**src/rtl/ahbl_sram_bridge.sv**
```systemverilog
// rtl/ahbl_sram_bridge.sv - AHB-Lite slave for a single-port synchronous SRAM
// One-entry posted write buffer with read forwarding; only reads can stall the bus.
module ahbl_sram_bridge #(
  parameter int DATA_W  = 32,
  parameter int ADDR_W  = 10,
  parameter int HADDR_W = 32
) (
  input  logic               clk,
  input  logic               rstn,
  input  logic               hsel,
  input  logic [HADDR_W-1:0] haddr,
  input  logic [1:0]         htrans,
  input  logic               hwrite,
  input  logic [2:0]         hsize,
  input  logic [DATA_W-1:0]  hwdata,
  input  logic               hready,
  output logic               hreadyout,
  output logic               hresp,
  output logic [DATA_W-1:0]  hrdata,
  output logic               mem_ce,
  output logic               mem_we,
  output logic [DATA_W/8-1:0] mem_be,
  output logic [ADDR_W-1:0]  mem_addr,
  output logic [DATA_W-1:0]  mem_wdata,
  input  logic [DATA_W-1:0]  mem_rdata
);

  localparam int NB = DATA_W / 8;
  localparam int LB = $clog2(NB);

  localparam logic [1:0] ST_OKAY = 2'd0;
  localparam logic [1:0] ST_ERR1 = 2'd1;
  localparam logic [1:0] ST_ERR2 = 2'd2;

  logic [1:0]        state_q, state_d;
  logic              dp_valid_q, dp_valid_d;
  logic              dp_write_q, dp_write_d;
  logic [ADDR_W-1:0] dp_addr_q, dp_addr_d;
  logic [NB-1:0]     dp_be_q, dp_be_d;
  logic              buf_valid_q, buf_valid_d;
  logic [ADDR_W-1:0] buf_addr_q, buf_addr_d;
  logic [NB-1:0]     buf_be_q, buf_be_d;
  logic [DATA_W-1:0] buf_data_q, buf_data_d;

  logic [LB-1:0]     ap_lane;
  logic [ADDR_W-1:0] ap_addr;
  logic [NB-1:0]     ap_be;
  logic              ap_req, ap_valid, ap_illegal;
  logic              conflict, rd_issue, drain, wr_end, rd_dp, fwd_hit;
  logic              unused_bits;

  assign unused_bits = ^{haddr[HADDR_W-1:LB+ADDR_W], htrans[0]};

  always_comb begin
    ap_lane    = haddr[LB-1:0];
    ap_addr    = haddr[LB+ADDR_W-1:LB];
    ap_illegal = (32'(hsize) > LB) ||
                 ((32'(ap_lane) & ((32'd1 << hsize) - 32'd1)) != 32'd0);
    ap_be      = '0;
    for (int i = 0; i < NB; i++) begin
      ap_be[i] = (i >= int'(ap_lane)) && (i < int'(ap_lane) + (1 << hsize));
    end
    ap_req   = hsel & htrans[1];
    ap_valid = ap_req & hready;
    // A read arriving while a write must enter the full buffer: drain first, stall one cycle.
    conflict  = buf_valid_q & dp_valid_q & dp_write_q & ap_req & ~hwrite & ~ap_illegal;
    hreadyout = (state_q != ST_ERR1) & ~conflict;
    hresp     = (state_q != ST_OKAY);
    rd_issue  = ap_valid & ~ap_illegal & ~hwrite & ~conflict;
    drain     = buf_valid_q & ~rd_issue;
    wr_end    = dp_valid_q & dp_write_q & hreadyout;
    rd_dp     = dp_valid_q & ~dp_write_q;
    fwd_hit   = buf_valid_q & (buf_addr_q == dp_addr_q);
  end

  always_comb begin
    state_d    = state_q;
    dp_valid_d = dp_valid_q;
    dp_write_d = dp_write_q;
    dp_addr_d  = dp_addr_q;
    dp_be_d    = dp_be_q;
    if (hready) begin
      dp_valid_d = ap_valid & ~ap_illegal;
      dp_write_d = hwrite;
      dp_addr_d  = ap_addr;
      dp_be_d    = ap_be;
    end
    case (state_q)
      ST_OKAY: if (ap_valid && ap_illegal) state_d = ST_ERR1;
      ST_ERR1: state_d = ST_ERR2;
      ST_ERR2: state_d = (ap_valid && ap_illegal) ? ST_ERR1 : ST_OKAY;
      default: state_d = ST_OKAY;
    endcase
  end

  always_comb begin
    buf_valid_d = buf_valid_q;
    buf_addr_d  = buf_addr_q;
    buf_be_d    = buf_be_q;
    buf_data_d  = buf_data_q;
    if (wr_end) begin
      buf_valid_d = 1'b1;
      buf_addr_d  = dp_addr_q;
      buf_be_d    = dp_be_q;
      buf_data_d  = hwdata;
    end else if (drain) begin
      buf_valid_d = 1'b0;
    end
  end

  always_comb begin
    hrdata = '0;
    if (rd_dp) begin
      for (int i = 0; i < NB; i++) begin
        hrdata[8*i +: 8] = (fwd_hit && buf_be_q[i]) ? buf_data_q[8*i +: 8] : mem_rdata[8*i +: 8];
      end
    end
  end

  assign mem_ce    = rd_issue | drain;
  assign mem_we    = drain;
  assign mem_be    = rd_issue ? ap_be : (drain ? buf_be_q : '0);
  assign mem_addr  = rd_issue ? ap_addr : buf_addr_q;
  assign mem_wdata = buf_data_q;

  always_ff @(posedge clk or negedge rstn) begin
    if (!rstn) begin
      state_q     <= ST_OKAY;
      dp_valid_q  <= 1'b0;
      dp_write_q  <= 1'b0;
      dp_addr_q   <= '0;
      dp_be_q     <= '0;
      buf_valid_q <= 1'b0;
      buf_addr_q  <= '0;
      buf_be_q    <= '0;
      buf_data_q  <= '0;
    end else begin
      state_q     <= state_d;
      dp_valid_q  <= dp_valid_d;
      dp_write_q  <= dp_write_d;
      dp_addr_q   <= dp_addr_d;
      dp_be_q     <= dp_be_d;
      buf_valid_q <= buf_valid_d;
      buf_addr_q  <= buf_addr_d;
      buf_be_q    <= buf_be_d;
      buf_data_q  <= buf_data_d;
    end
  end

endmodule

```
**config.mk**
```make
export PLATFORM = sky130hd
export DESIGN_NAME = ahbl_sram_bridge
export DESIGN_NICKNAME = d
export VERILOG_FILES = /design/src/rtl/ahbl_sram_bridge.sv
export SDC_FILE = /design/constraint.sdc
export NUM_CORES = 1
export LEC_CHECK = 0
export ABC_CLOCK_PERIOD_IN_PS = 2450
export CORE_MARGIN = 2
export CORE_UTILIZATION = 35
export CTS_CLUSTER_DIAMETER = 40
export DETAILED_ROUTE_END_ITERATION = 8
export PLACE_DENSITY_LB_ADDON = 0.08
export SYNTH_ARGS = -nofsm -noshare
export SYNTH_HDL_FRONTEND = slang
export SYNTH_SLANG_ARGS = --single-unit
```
**constraint.sdc**
```tcl
create_clock -name clk -period 2.45 [get_ports clk]
set_input_delay 0.245 -clock clk [delete_from_list [all_inputs] [get_ports clk]]
set_output_delay 0.245 -clock clk [all_outputs]
set_load 0.03 [all_outputs]
```
Word level (Yosys, flattened, before mapping)
Index checks and enable logic that the tools add are counted.

operators by class
  add/subtract/negate cells = 2
  order comparisons = 8
  equal/unequal tests = 5
  shifts and indexed selects = 1
  multiplexer cells = 13
  bitwise gates (word level) = 23
  reductions and logical operators = 13

operators with widths
  kind                                                               count
  less-than comparator 3 x 32 -> 1 bit (first input constant)        2
  adder 3 x 32 -> 32 bit                                             1
  bitwise AND 2 x 32 -> 32 bit                                       1
  less-than comparator 1 x 32 -> 1 bit (first input constant)        1
  less-than comparator 2 x 32 -> 1 bit (first input constant)        1
  2-to-1 mux 32 bit                                                  1
  2-to-1 mux 8 bit                                                   4
  nonzero test 32 bit                                                1
  << shifter 1 x 3 -> 32 bit (first input constant)                  1
  subtractor 32 x 1 -> 32 bit (second input constant)                1
  bitwise AND 1 bit                                                  16
  equality test 10 bit                                               1
  2-to-1 mux 10 bit                                                  1
  logical AND 1 bit                                                  8
  2-to-1 mux 4 bit                                                   2
  case mux 2 bit (3 select lines)                                    1
  inverter 1 bit                                                     5
  greater-or-equal comparator 1 x 2 -> 1 bit (first input constant)  2
  nonzero test 2 bit                                                 2
  greater-than comparator 3 x 2 -> 1 bit (second input constant)     1
  2-to-1 mux 1 bit                                                   3
  equality test 2 x 1 -> 1 bit (second input constant)               1
  equality test 2 bit (second input constant)                        1
  greater-or-equal comparator 2 bit (first input constant)           1
  6 further kinds                                                    6

word-level totals
  register bits = 65
  input bits = 106
  output and inout port bits = 82
  logic and storage cells = 74

Depth between registers and ports, before layout
  word-level depth = 13
  gate-level depth with buffers = 10
  mapped depth without buffers = 9

Least setup slack after synthesis
No wires, ideal clock.

  path kind = input -> output
  start = input port hsize[2]
  end = output port mem_be[3]
  data arrival time = 2.200 ns
  slack = 0.005 ns
  stages on the path = 8
  buffers on the path = 1
  cell sequence = nor3_1 > inv_1 > ha_1 > nor2_1 > nand2_1 > or4_1 > buf_2 > o21ai_0

between the ends
  cells in the longest elaborated chain, start to end = 13
  elaborated cells on any way between the ends = 18

RTL lines
  item                                                        RTL line  text
  start: declaration                                          14        input logic [2:0] hsize,
  << shifter 1 x 3 -> 32 bit                                  58, 61
  subtractor 32 x 1 -> 32 bit                                 58        ((32'(ap_lane) & ((32'd1 << hsize) - 32'd1)) != 32'd0);
  bitwise AND 2 x 32 -> 32 bit                                58
  nonzero test 32 bit                                         58
  logical OR 1 bit                                            57        ap_illegal = (32'(hsize) > LB) ||
  inverter 1 bit                                              66, 69
  bitwise AND 1 bit, on equally long branches                 69, 66
  bitwise AND 1 bit / inverter 1 bit (equally long branches)  69        rd_issue = ap_valid & ~ap_illegal & ~hwrite & ~conflict;
  bitwise AND 1 bit                                           69
  inverter 1 bit                                              70        drain = buf_valid_q & ~rd_issue;
  bitwise AND 1 bit                                           70
  2-to-1 mux 4 bit                                            122       assign mem_be = rd_issue ? ap_be : (drain ? buf_be_q : '0);
  2-to-1 mux 4 bit (*)                                        122
  end: declaration                                            22        output logic [DATA_W/8-1:0] mem_be,

Every way passes the cells marked *; elsewhere a longest branch is shown, timed or not.

Worst setup path after layout
  start = input port hsize[1]
  end = output port mem_be[0]

The elaborated chain is that of the path after synthesis.

==> qor.txt <==
Total GRT Usage - 19.02%
P_leak - 3.011 nW
CTS Sinks - 65
Post-synthesis sequential area ratio - 45.17%
Worst Setup Slack, final - -0.1185 ns
CP dominant cell by count - buf_4
Initial Util - 35.52%
Clk pin slew, worst setup/hold paths - 0.06 ns
Final Cycle Share - 104.8%
Syn Inst Count - 305
Yosys cell types - 42
Die height - 105.4 um
Post-Route WL - 10500 um
Hold crit path type - in2reg
Dpl hpwl - 7666 um
Chip Width - 105.4 um
First drt pass iteration count - 4
Initial antenna violation count - 0
Ports - 188
Vias per inst - 4.760
RSZ-0062 raised after global routing - true
Crit path to - mem_be[0]
DP Area - 0.005498 mm2
Core footprint - 0.01014 mm2
Commonest non-fill, non-tap cells in the layout - clkdlybuf4s50_1, dfrtp_1, buf_4
Post-Route Utilization - 58.93%
CTS tree - done
Max Clock Freq - 389.3 MHz
Post-DR wirelength/cell - 16.33 um
Port buffer count - 166
Mapped Avg Cell Area - 11.81 um2
Total gr overflow - 0
Worst skew pair latency - 0.34 ns
Syn_nets - 415
Slew headroom - 48.69%
Largest net degree at the start of global routing - 35
Clock share of power - 18.7%
CP max FO - 2
Finished layout cell area - 0.005974 mm2
First-pass GRT wire length - 16470 um
Longest Clk Path Bufs - 2
Antenna cells - 0
Synth Cell Area - 0.003601 mm2
Startpoint types - primary input
Least-Margin Pin Slew - 0.7697 ns
Post-synth EDFFs - 0
Worst setup EP type - primary output
Net count, final - 613
Reg-to-reg startpoint - dp_valid_q
Most common cell after layout, fill and taps aside - clkdlybuf4s50_1
Ys async rst share - 100.0%
Final ANT Viol Nets - 0
Crit path cell chain - buf_8 > nor3_4 > ha_2 > inv_2 > fa_2 > a2111oi_4 > mux2i_2 > nor4b_2 > buf_4 > o41ai_4 > buf_4
R2R Setup Slk - 0.62 ns
Hold Fails Final Rpt - 0
Synth Flop Type - dfrtp_1
Root buf cell - clkbuf_8
Switching pwr - 1.537 mW
Initial drt markers - 109
WP data arrival - 2.32 ns
Power per cell area - 704.4 mW/mm2
CP startpoint - hsize[1]
Synthesis-to-layout area growth - 65.91%
Final Max Slew Viols - 0
Gate power share - 43.4%
DIE AREA - 0.01112 mm2
Sequential power share - 37.8%
VDD IR max - 0.0004918 V
Sw Ratio - 36.52%
Worst path slowest cell - fa_2
Yosys reg bits - 65
Row Count - 37
Minimum clock period - 2.568 ns
Worst path required time - 2.20 ns
Clock Skew - 0.007067 ns
Vias in the first global route - 3114
H-Tree Depth - 3
Share of layout cells above drive strength 1 - 37.67%
Pre-CTS setup slack - -1.078 ns
Max_cap viols - 0
DR vias - 3061
Slowest stage delay, CP - 0.36 ns
FF-to-FF path depth - 7
Status - complete, but fails checks
Total CTS buffers - 9
Violated checks - setup timing
Critical path class - in2out
GPL Wtd Cong - 0.8424
R2r endpoint - mem_wdata[31]
Yosys warns - 0
Drt drc - 0
P_int - 2.671 mW
Setup violators final - 3
-- metrics by stage --
stage	power (mW)	hold slack, ns	setup TNS (ns)	instances
after floorplan	2.576	-0.05059	0	305
after global placement	3.342	0.3542	-11.81	617
after detailed placement	3.365	0.3597	-13.68	617
after CTS	4.177	0.3983	-0.04638	637
after global routing	4.434	0.4106	-0.7997	643
final	4.208	0.4046	-0.2352	643
-- sequential cells by signal, indices dropped and copies added, names as in the netlist --
signal and count:
buf_addr_q 10, buf_be_q 4, buf_valid_q 1, dp_addr_q 10
dp_be_q 4, dp_valid_q 1, dp_write_q 1, mem_wdata 32
state_q 2
-- synthesized netlist by cell type, types with 2 or more instances --
| master | count | area (um2) |
|---|---|---|
| dfrtp_1 | 65 | 1627 |
| nor2_1 | 36 | 135.1 |
| nand2_1 | 35 | 131.4 |
| mux2i_1 | 33 | 330.3 |
| mux2_2 | 30 | 337.8 |
| mux2_4 | 29 | 435.4 |
| xor2_1 | 8 | 70.07 |
| clkbuf_1 | 5 | 18.77 |
| inv_1 | 5 | 18.77 |
| buf_2 | 4 | 20.02 |
| buf_6 | 4 | 45.04 |
| nand2b_1 | 4 | 25.02 |
| nand3_1 | 4 | 20.02 |
| nand4_2 | 4 | 50.05 |
| nor3b_1 | 4 | 30.03 |
| and3_1 | 3 | 18.77 |
| ha_1 | 3 | 37.54 |
| a21o_1 | 2 | 15.01 |
| a21oi_1 | 2 | 10.01 |
| nor2b_1 | 2 | 12.51 |
| nor3_1 | 2 | 10.01 |
-- power by group through the flow --
stage / Combinational, mW / Clock (mW) / Sequential [mW]
finish: 1.83 / 0.789 / 1.59
global route: 1.93 / 0.863 / 1.64
CTS: 1.77 / 0.819 / 1.59
detailed placement: 1.76 / 0 / 1.61
global placement: 1.75 / 0 / 1.59
floorplan: 0.692 / 0 / 1.88
-- layer usage --
| metal | wire length [um] | share of wire (%) | GRT usage, % |
|---|---|---|---|
| met3 | 673 | 6.4 | 5.442 |
| met1 | 4439 | 42 | 23.46 |
| met4 | 136 | 1.3 | 5.143 |
| met5 | 0 | 0 | 0 |
| met2 | 5250 | 50 | 32.49 |
-- area by class of cell --
| class | instances | area, um2 |
|---|---|---|
| flip-flops and latches | 65 | 1627 |
| inverters | 5 | 18.77 |
| multi-input cells | 221 | 2046 |
| clock inverters | 3 | 17.52 |
| clock buffers | 12 | 145.1 |
| repair buffers | 201 | 1951 |
| well taps | 136 | 170.2 |
| fillers | 862 | 4164 |
-- repair_timing --
action / 4_1_cts / 5_1_grt
pin swaps: 15 / 10
endpoints found under the hold margin: 26 / 0
hold buffers: 1 / 0
setup buffers: 6 / 6
gates cloned: 1 / 0
resized for setup: 108 / 18
setup endpoints to repair: 37 / 35
-- how the worst min path moves through the flow --
| stage | from | to | cells after the start |
|---|---|---|---|
| 2_1_floorplan | rstn | buf_addr_q[0] | 0 |
| 6_report | haddr[0] | dp_be_q[0] | 3 |
| 5_1_grt | haddr[0] | dp_be_q[0] | 3 |
| 3_3_place_gp | rstn | mem_wdata[14] | 1 |
| 3_5_place_dp | rstn | mem_wdata[14] | 1 |
| 4_1_cts | haddr[0] | dp_be_q[0] | 3 |
-- kinds of logic (layout without fill, tap and decap cells) --
| logic type | count (synthesis) | count (layout) | share of synthesized area, % |
|---|---|---|---|
| AO/OA/AOI/OAI | 12 | 12 | 2.710 |
| XOR/XNOR | 9 | 9 | 2.189 |
| adder cells (fa/ha/maj) | 4 | 4 | 1.598 |
| buffers and inverters | 19 | 221 | 3.058 |
| flip-flops | 65 | 65 | 45.17 |
| multiplexers | 92 | 92 | 30.65 |
| AND/OR/NAND/NOR | 104 | 104 | 14.63 |
-- critical path, delay by kind of cell --
family / cells / cell delay [ns]
simple gates: 2 / 0.51
compound gates: 2 / 0.37
buf+inv: 4 / 0.48
fa+ha+maj: 2 / 0.58
mux: 1 / 0.14
No activity file was read; power rests on OpenSTA's default activity.
